### src/rtl/qm_muldiv_sequencer_pkg.sv
// Shared op codes and sign-fix bookkeeping for the iterative mul/div sequencer.
package qm_muldiv_sequencer_pkg;

  typedef enum logic [1:0] {
    MD_MULT  = 2'b00,
    MD_MULTU = 2'b01,
    MD_DIV   = 2'b10,
    MD_DIVU  = 2'b11
  } md_op_e;

  typedef struct packed {
    logic neg_q;
    logic neg_r;
    logic div0;
  } md_fix_t;

  function automatic logic is_div_op(input md_op_e op);
    return op[1];
  endfunction

  function automatic logic is_signed_op(input md_op_e op);
    return ~op[0];
  endfunction

endpackage

### src/rtl/qm_muldiv_sequencer_step.sv
// One combinational iteration: add-shift for multiply, restoring trial-subtract for divide.
module qm_muldiv_sequencer_step
  import qm_muldiv_sequencer_pkg::*;
#(
  parameter int WIDTH = 32
) (
  input  logic             is_div_i,
  input  logic [WIDTH:0]   hi_i,
  input  logic [WIDTH-1:0] lo_i,
  input  logic [WIDTH-1:0] opnd_i,
  output logic [WIDTH:0]   hi_o,
  output logic [WIDTH-1:0] lo_o
);

  logic [WIDTH:0]   mul_sum;
  logic [WIDTH:0]   div_shift;
  logic [WIDTH+1:0] div_trial;
  logic             div_borrow;

  // Multiply: lo holds the unconsumed multiplier bits, hi the running partial product.
  assign mul_sum = hi_i + {1'b0, (lo_i[0] ? opnd_i : '0)};

  // Divide: lo shifts dividend bits out the top and quotient bits in at the bottom.
  assign div_shift  = {hi_i[WIDTH-1:0], lo_i[WIDTH-1]};
  assign div_trial  = {1'b0, div_shift} - {2'b00, opnd_i};
  assign div_borrow = div_trial[WIDTH+1];

  always_comb begin
    hi_o = {1'b0, mul_sum[WIDTH:1]};
    lo_o = {mul_sum[0], lo_i[WIDTH-1:1]};
    if (is_div_i) begin
      hi_o = div_borrow ? div_shift : div_trial[WIDTH:0];
      lo_o = {lo_i[WIDTH-2:0], ~div_borrow};
    end
  end

endmodule

### src/rtl/qm_muldiv_sequencer.sv
// Iterative MULT/MULTU/DIV/DIVU sequencer owning HI/LO, with pipeline stall generation.
module qm_muldiv_sequencer
  import qm_muldiv_sequencer_pkg::*;
#(
  parameter int WIDTH = 32
) (
  input  logic             i_Clock,
  input  logic             i_Reset_n,
  input  logic             i_Start,
  input  logic [1:0]       i_Op,
  input  logic [WIDTH-1:0] i_OperandA,
  input  logic [WIDTH-1:0] i_OperandB,
  input  logic             i_Abort,
  input  logic             i_HiLoRead,
  input  logic             i_MtHi,
  input  logic             i_MtLo,
  input  logic [WIDTH-1:0] i_MtData,
  output logic             o_Busy,
  output logic             o_Stall,
  output logic             o_Done,
  output logic [WIDTH-1:0] o_Hi,
  output logic [WIDTH-1:0] o_Lo
);

  localparam int CNT_W = $clog2(WIDTH);

  // state  | meaning
  // S_IDLE | waiting for start; MTHI/MTLO accepted
  // S_PREP | magnitudes and result signs derived from latched operands
  // S_RUN  | one mul/div iteration per cycle, cnt_q counts WIDTH-1..0
  // S_FIX  | sign correction applied, HI/LO committed on exit
  typedef enum logic [1:0] {
    S_IDLE = 2'b00,
    S_PREP = 2'b01,
    S_RUN  = 2'b10,
    S_FIX  = 2'b11
  } state_e;

  state_e           state_q;
  md_op_e           op_q;
  logic [WIDTH-1:0] a_q;
  logic [WIDTH-1:0] b_q;
  logic [WIDTH-1:0] opnd_q;
  logic [WIDTH:0]   acc_hi_q;
  logic [WIDTH-1:0] acc_lo_q;
  md_fix_t          fix_q;
  logic [CNT_W-1:0] cnt_q;
  logic             done_q;
  logic [WIDTH-1:0] hi_q;
  logic [WIDTH-1:0] lo_q;

  logic             sign_a;
  logic             sign_b;
  logic             op_is_div;
  logic [WIDTH-1:0] mag_a_d;
  logic [WIDTH-1:0] mag_b_d;
  md_fix_t          fix_d;
  logic [WIDTH:0]   step_hi;
  logic [WIDTH-1:0] step_lo;
  logic [2*WIDTH-1:0] prod_d;
  logic [WIDTH-1:0] res_hi_d;
  logic [WIDTH-1:0] res_lo_d;

  assign op_is_div = is_div_op(op_q);
  assign sign_a    = is_signed_op(op_q) & a_q[WIDTH-1];
  assign sign_b    = is_signed_op(op_q) & b_q[WIDTH-1];
  assign mag_a_d   = sign_a ? -a_q : a_q;
  assign mag_b_d   = sign_b ? -b_q : b_q;

  always_comb begin
    fix_d       = '0;
    fix_d.neg_q = sign_a ^ sign_b;
    fix_d.neg_r = sign_a;
    fix_d.div0  = op_is_div && (b_q == '0);
  end

  qm_muldiv_sequencer_step #(
    .WIDTH (WIDTH)
  ) u_step (
    .is_div_i (op_is_div),
    .hi_i     (acc_hi_q),
    .lo_i     (acc_lo_q),
    .opnd_i   (opnd_q),
    .hi_o     (step_hi),
    .lo_o     (step_lo)
  );

  assign prod_d = fix_q.neg_q ? -{acc_hi_q[WIDTH-1:0], acc_lo_q}
                              :  {acc_hi_q[WIDTH-1:0], acc_lo_q};

  // Divide-by-zero bypasses sign fix-up and returns the raw dividend in HI.
  always_comb begin
    res_hi_d = prod_d[2*WIDTH-1:WIDTH];
    res_lo_d = prod_d[WIDTH-1:0];
    if (op_is_div) begin
      if (fix_q.div0) begin
        res_hi_d = a_q;
        res_lo_d = '1;
      end else begin
        res_lo_d = fix_q.neg_q ? -acc_lo_q : acc_lo_q;
        res_hi_d = fix_q.neg_r ? -acc_hi_q[WIDTH-1:0] : acc_hi_q[WIDTH-1:0];
      end
    end
  end

  always_ff @(posedge i_Clock or negedge i_Reset_n) begin
    if (!i_Reset_n) begin
      state_q  <= S_IDLE;
      op_q     <= MD_MULT;
      a_q      <= '0;
      b_q      <= '0;
      opnd_q   <= '0;
      acc_hi_q <= '0;
      acc_lo_q <= '0;
      fix_q    <= '0;
      cnt_q    <= '0;
      done_q   <= 1'b0;
      hi_q     <= '0;
      lo_q     <= '0;
    end else begin
      done_q <= 1'b0;
      if (i_Abort && (state_q != S_IDLE)) begin
        state_q <= S_IDLE;
        cnt_q   <= '0;
      end else begin
        case (state_q)
          S_IDLE: begin
            if (i_Start && !i_Abort) begin
              op_q    <= md_op_e'(i_Op);
              a_q     <= i_OperandA;
              b_q     <= i_OperandB;
              state_q <= S_PREP;
            end else begin
              if (i_MtHi) hi_q <= i_MtData;
              if (i_MtLo) lo_q <= i_MtData;
            end
          end
          S_PREP: begin
            fix_q    <= fix_d;
            opnd_q   <= op_is_div ? mag_b_d : mag_a_d;
            acc_hi_q <= '0;
            acc_lo_q <= op_is_div ? mag_a_d : mag_b_d;
            cnt_q    <= CNT_W'(WIDTH - 1);
            state_q  <= S_RUN;
          end
          S_RUN: begin
            acc_hi_q <= step_hi;
            acc_lo_q <= step_lo;
            if (cnt_q == '0) begin
              state_q <= S_FIX;
            end else begin
              cnt_q <= cnt_q - 1'b1;
            end
          end
          S_FIX: begin
            hi_q    <= res_hi_d;
            lo_q    <= res_lo_d;
            done_q  <= 1'b1;
            state_q <= S_IDLE;
          end
          default: state_q <= S_IDLE;
        endcase
      end
    end
  end

  assign o_Busy  = (state_q != S_IDLE);
  assign o_Stall = o_Busy & (i_Start | i_HiLoRead | i_MtHi | i_MtLo);
  assign o_Done  = done_q;
  assign o_Hi    = hi_q;
  assign o_Lo    = lo_q;

endmodule

### config.mk
export PLATFORM = sky130hd
export DESIGN_NAME = qm_muldiv_sequencer
export DESIGN_NICKNAME = d
export VERILOG_FILES = /design/src/rtl/qm_muldiv_sequencer_pkg.sv /design/src/rtl/qm_muldiv_sequencer_step.sv /design/src/rtl/qm_muldiv_sequencer.sv
export SDC_FILE = /design/constraint.sdc
export NUM_CORES = 1
export LEC_CHECK = 0
export BUFFER_PORTS_ARGS = -buffer_cell sky130_fd_sc_hd__buf_2
export CORE_MARGIN = 10
export CORE_UTILIZATION = 55
export CTS_CLUSTER_DIAMETER = 120
export DETAILED_ROUTE_END_ITERATION = 12
export PLACE_DENSITY = 0.84
export RECOVER_POWER = 25
export REMOVE_ABC_BUFFERS = 1
export SETUP_SLACK_MARGIN = 0.1
export SLEW_MARGIN = 20
export SYNTH_ARGS = -nofsm -noshare
export SYNTH_HDL_FRONTEND = slang
export SYNTH_SLANG_ARGS = --single-unit
### constraint.sdc
create_clock -name i_Clock -period 6.5 [get_ports i_Clock]
set_input_delay 0.65 -clock i_Clock [delete_from_list [all_inputs] [get_ports i_Clock]]
set_output_delay 0.65 -clock i_Clock [all_outputs]
set_load 0.005 [all_outputs]
==> out/results.tsv <==
metric	value	unit
Distinct cells, synth	81	
HPWL after detailed placement	45.6	mm
Commonest cells post-synth	nand2_1, dfrtp_1, o21ai_0, a21oi_1, nor2_1	
sw frac	50.1	%
sink count of the clock tree	238	
Power per Cell Area	589	nW/µm²
Crit. End Element	flop	
setup TNS	0	ps
largest net degree at the start of global routing	177	
Post-Syn Area	18800	µm²
number of global-route vias before repair	17755	
slowest stage delay, CP	560	ps
CP bufs+invs	1	
Port Buffers	171	
most common cell in the synthesized netlist	nand2_1	
critical path type	reg2reg	
initial antenna violation count	0	
# IOs	172	
gr ovfl total	0	
Async SR Flop Fraction	100	%
min cycle time layout	3990	ps
die area	42100	µm²
final setup vio count	0	
first-pass GRT wire length	97.0	mm
number of flops mapped to enable cells by yosys	0	
routability cong.	0.999	
reg2reg path depth	11	
WP data required	6970	ps
PostCTS Resize Cnt	0	
area share of the largest cell type after synthesis	31.6	%
Post-Route WL	62.6	mm
Yosys reg bits	238	
Startpoint Class	flop	
number of max-cap violations	2	
routed wire length per instance	22.7	µm
Filler Cell Count	2845	
Sw Pwr	0.00610	W
via/cell ratio	6.55	
critical-path cell list	inv_1 -> ha_1 -> nor3b_1 -> nand4_1 -> or2_2 -> o41ai_1 -> xnor2_1 -> nor2_1 -> a211oi_1 -> a21oi_1 -> o21ai_0	
Final #Nets	2474	
syn_area_per_cell	8.49	µm²
Seq/Total Area, Yosys	31.6	%
hold crit path type	in2reg	
initial drt markers	1809	
Initial Util	55.9	%
leading area contributor after synthesis	dfrtp_1	
final hold vios	0	
sequential share of power	26.1	%
area of the core	33700	µm²
Max Buffers Root-to-Sink	3	
drt drc	0	
Crit Path Max Fanout	10	
Syn. warnings	0	
area grow syn2layout	9.72	%
worst slew pin tran	3830	ps
slew margin rel.	-155	%
fin crit share	61.4	%
die height	205	µm
Clock Pin Slew Worst Setup and Hold Paths	70	ps
clock root buffer	clkbuf_16	
CP top delay family	simple AND/OR/NAND/NOR gates	
CTS tree	yes	
ranking of synthesized cells by area	dfrtp_1, xnor2_1, o21ai_0	
CTS H-Tree Depth	1	
post-CTS setup buffers	0	
Comb power frac	61.1	%
RSZ-0062 raised after global routing	no	
FMAX	250	MHz
placed cells	2713	
status	finished, violations left	
Post-CTS Hold Fix Bufs	0	
ys flop type	dfrtp_1	
Worst Skew	22.7	ps
peak supply drop	0.384	mV
max-slew violations	93	
CP Depth	11	
share of cells above drive strength 1	16.3	%
internal power	0.00608	W
CTS buffer count	26	
Gate Count Post-Synth	2219	
row count	67	
Worst Hold Depth	2	
Layout Cells excl Fill	2760	
Die W	205	µm
Pleak	9.20	nW
part of the power in the clock network	12.8	%
arrival time worst endpoint	4460	ps
# diodes	0	
Crit-path slowest cell	or2_2	
vias post-DR	18091	
Worst-Skew Late Latency	560	ps
antenna-violating nets left	0	
failing checks	max-capacitance violations, max-slew violations	
DR pass1 iterations	6	
GR Util All Layers	28.7	%
-- worst reg2reg max path: stages (launching register included) --
cell and delay [ps]:
dfrtp_1 500, inv_1 200, ha_1 190, nor3b_1 500, nand4_1 540, or2_2 560
o41ai_1 480, xnor2_1 170, nor2_1 50, a211oi_1 400, a21oi_1 70, o21ai_0 240
-- registers in the layout, summed over array words and instances, names as in the netlist --
signal,cells
a_q,32
acc_hi_q,33
acc_lo_q,32
b_q,32
cnt_q,5
fix_q,3
o_Done,1
o_Hi,32
o_Lo,32
op_q,2
opnd_q,32
state_q,2
-- layer usage --
metal	routed length, µm	global-route usage (%)	up-vias
li1	-	-	8129
met4	3290	13.5	0
met2	29300	47.3	1048
met5	0	0	-
met3	6260	5.84	206
met1	23800	35.6	8708
-- cell families after synthesis --
| group | Yosys count | synth area share, % |
|---|---|---|
| adder cells (fa/ha/maj) | 76 | 5.13 |
| multiplexers | 167 | 10.9 |
| buffers and inverters | 229 | 5.42 |
| flip-flops | 238 | 31.6 |
| AND/OR/NAND/NOR | 653 | 16.0 |
| XOR/XNOR | 200 | 9.30 |
| AO/OA/AOI/OAI | 656 | 21.6 |
-- through the flow --
| stage | setup WS (ps) | util (%) | total power (W) | instance area [µm²] | hold slack [ps] |
|---|---|---|---|---|---|
| after floorplan | 1300 | - | 0.00812 | 18100 | 354 |
| after global placement | 2720 | 58.7 | 0.0101 | 19800 | 459 |
| after detailed placement | 2540 | 58.7 | 0.0104 | 19800 | 461 |
| after CTS | 2530 | 61.4 | 0.0120 | 20700 | 53.5 |
| after global routing | 2120 | 61.3 | 0.0130 | 20700 | 324 |
| final | 2510 | 61.3 | 0.0122 | 20700 | 326 |
-- worst paths after layout --
| kind | start | endpoint | slack, ps |
|---|---|---|---|
| min in group asynchronous | i_Reset_n | acc_hi_q[27] | 1410 |
| worst max register to register | acc_hi_q[0] | o_Hi[22] | 2510 |
| worst max-delay path | acc_hi_q[0] | o_Hi[22] | 2510 |
| max in group asynchronous | i_Reset_n | op_q[1] | 2750 |
| worst min-delay path | i_OperandB[19] | b_q[19] | 330 |
| worst min register to register | o_Hi[18] | o_Hi[18] | 470 |
-- power by group through the flow --
| stage | clock network (W) | registers (W) | logic [W] |
|---|---|---|---|
| 4_1_cts | 0.00157 | 0.00313 | 0.00729 |
| 5_1_grt | 0.00163 | 0.00325 | 0.00809 |
| 6_report | 0.00156 | 0.00318 | 0.00744 |
| 2_1_floorplan | 0 | 0.00293 | 0.00520 |
| 3_5_place_dp | 0 | 0.00315 | 0.00723 |
| 3_3_place_gp | 0 | 0.00310 | 0.00701 |
-- cells in the final DEF (no fill, tap or decap), drive strengths merged, types with 25 or more instances in the layout --
cell type  count
nand2        286
dfrtp        238
o21ai        219
buf          191
nor2         157
a21oi        157
xnor2        132
inv           82
mux2          75
ha            74
mux2i         69
xor2          68
clkbuf        41
a21o          39
o31ai         38
a211oi        33
nor3          31
o211ai        27
o22ai         25
-- area by class of cell --
class	count	area, µm²	area share, %
multi-input cells	1752	11900	57.7
flip-flops and latches	238	5960	28.8
repair buffers	193	1040	5.01
clock buffers	39	791	3.83
well taps	448	561	2.71
inverters	82	308	1.49
clock inverters	8	96.3	0.466
No activity file was read; power rests on OpenSTA's default activity.
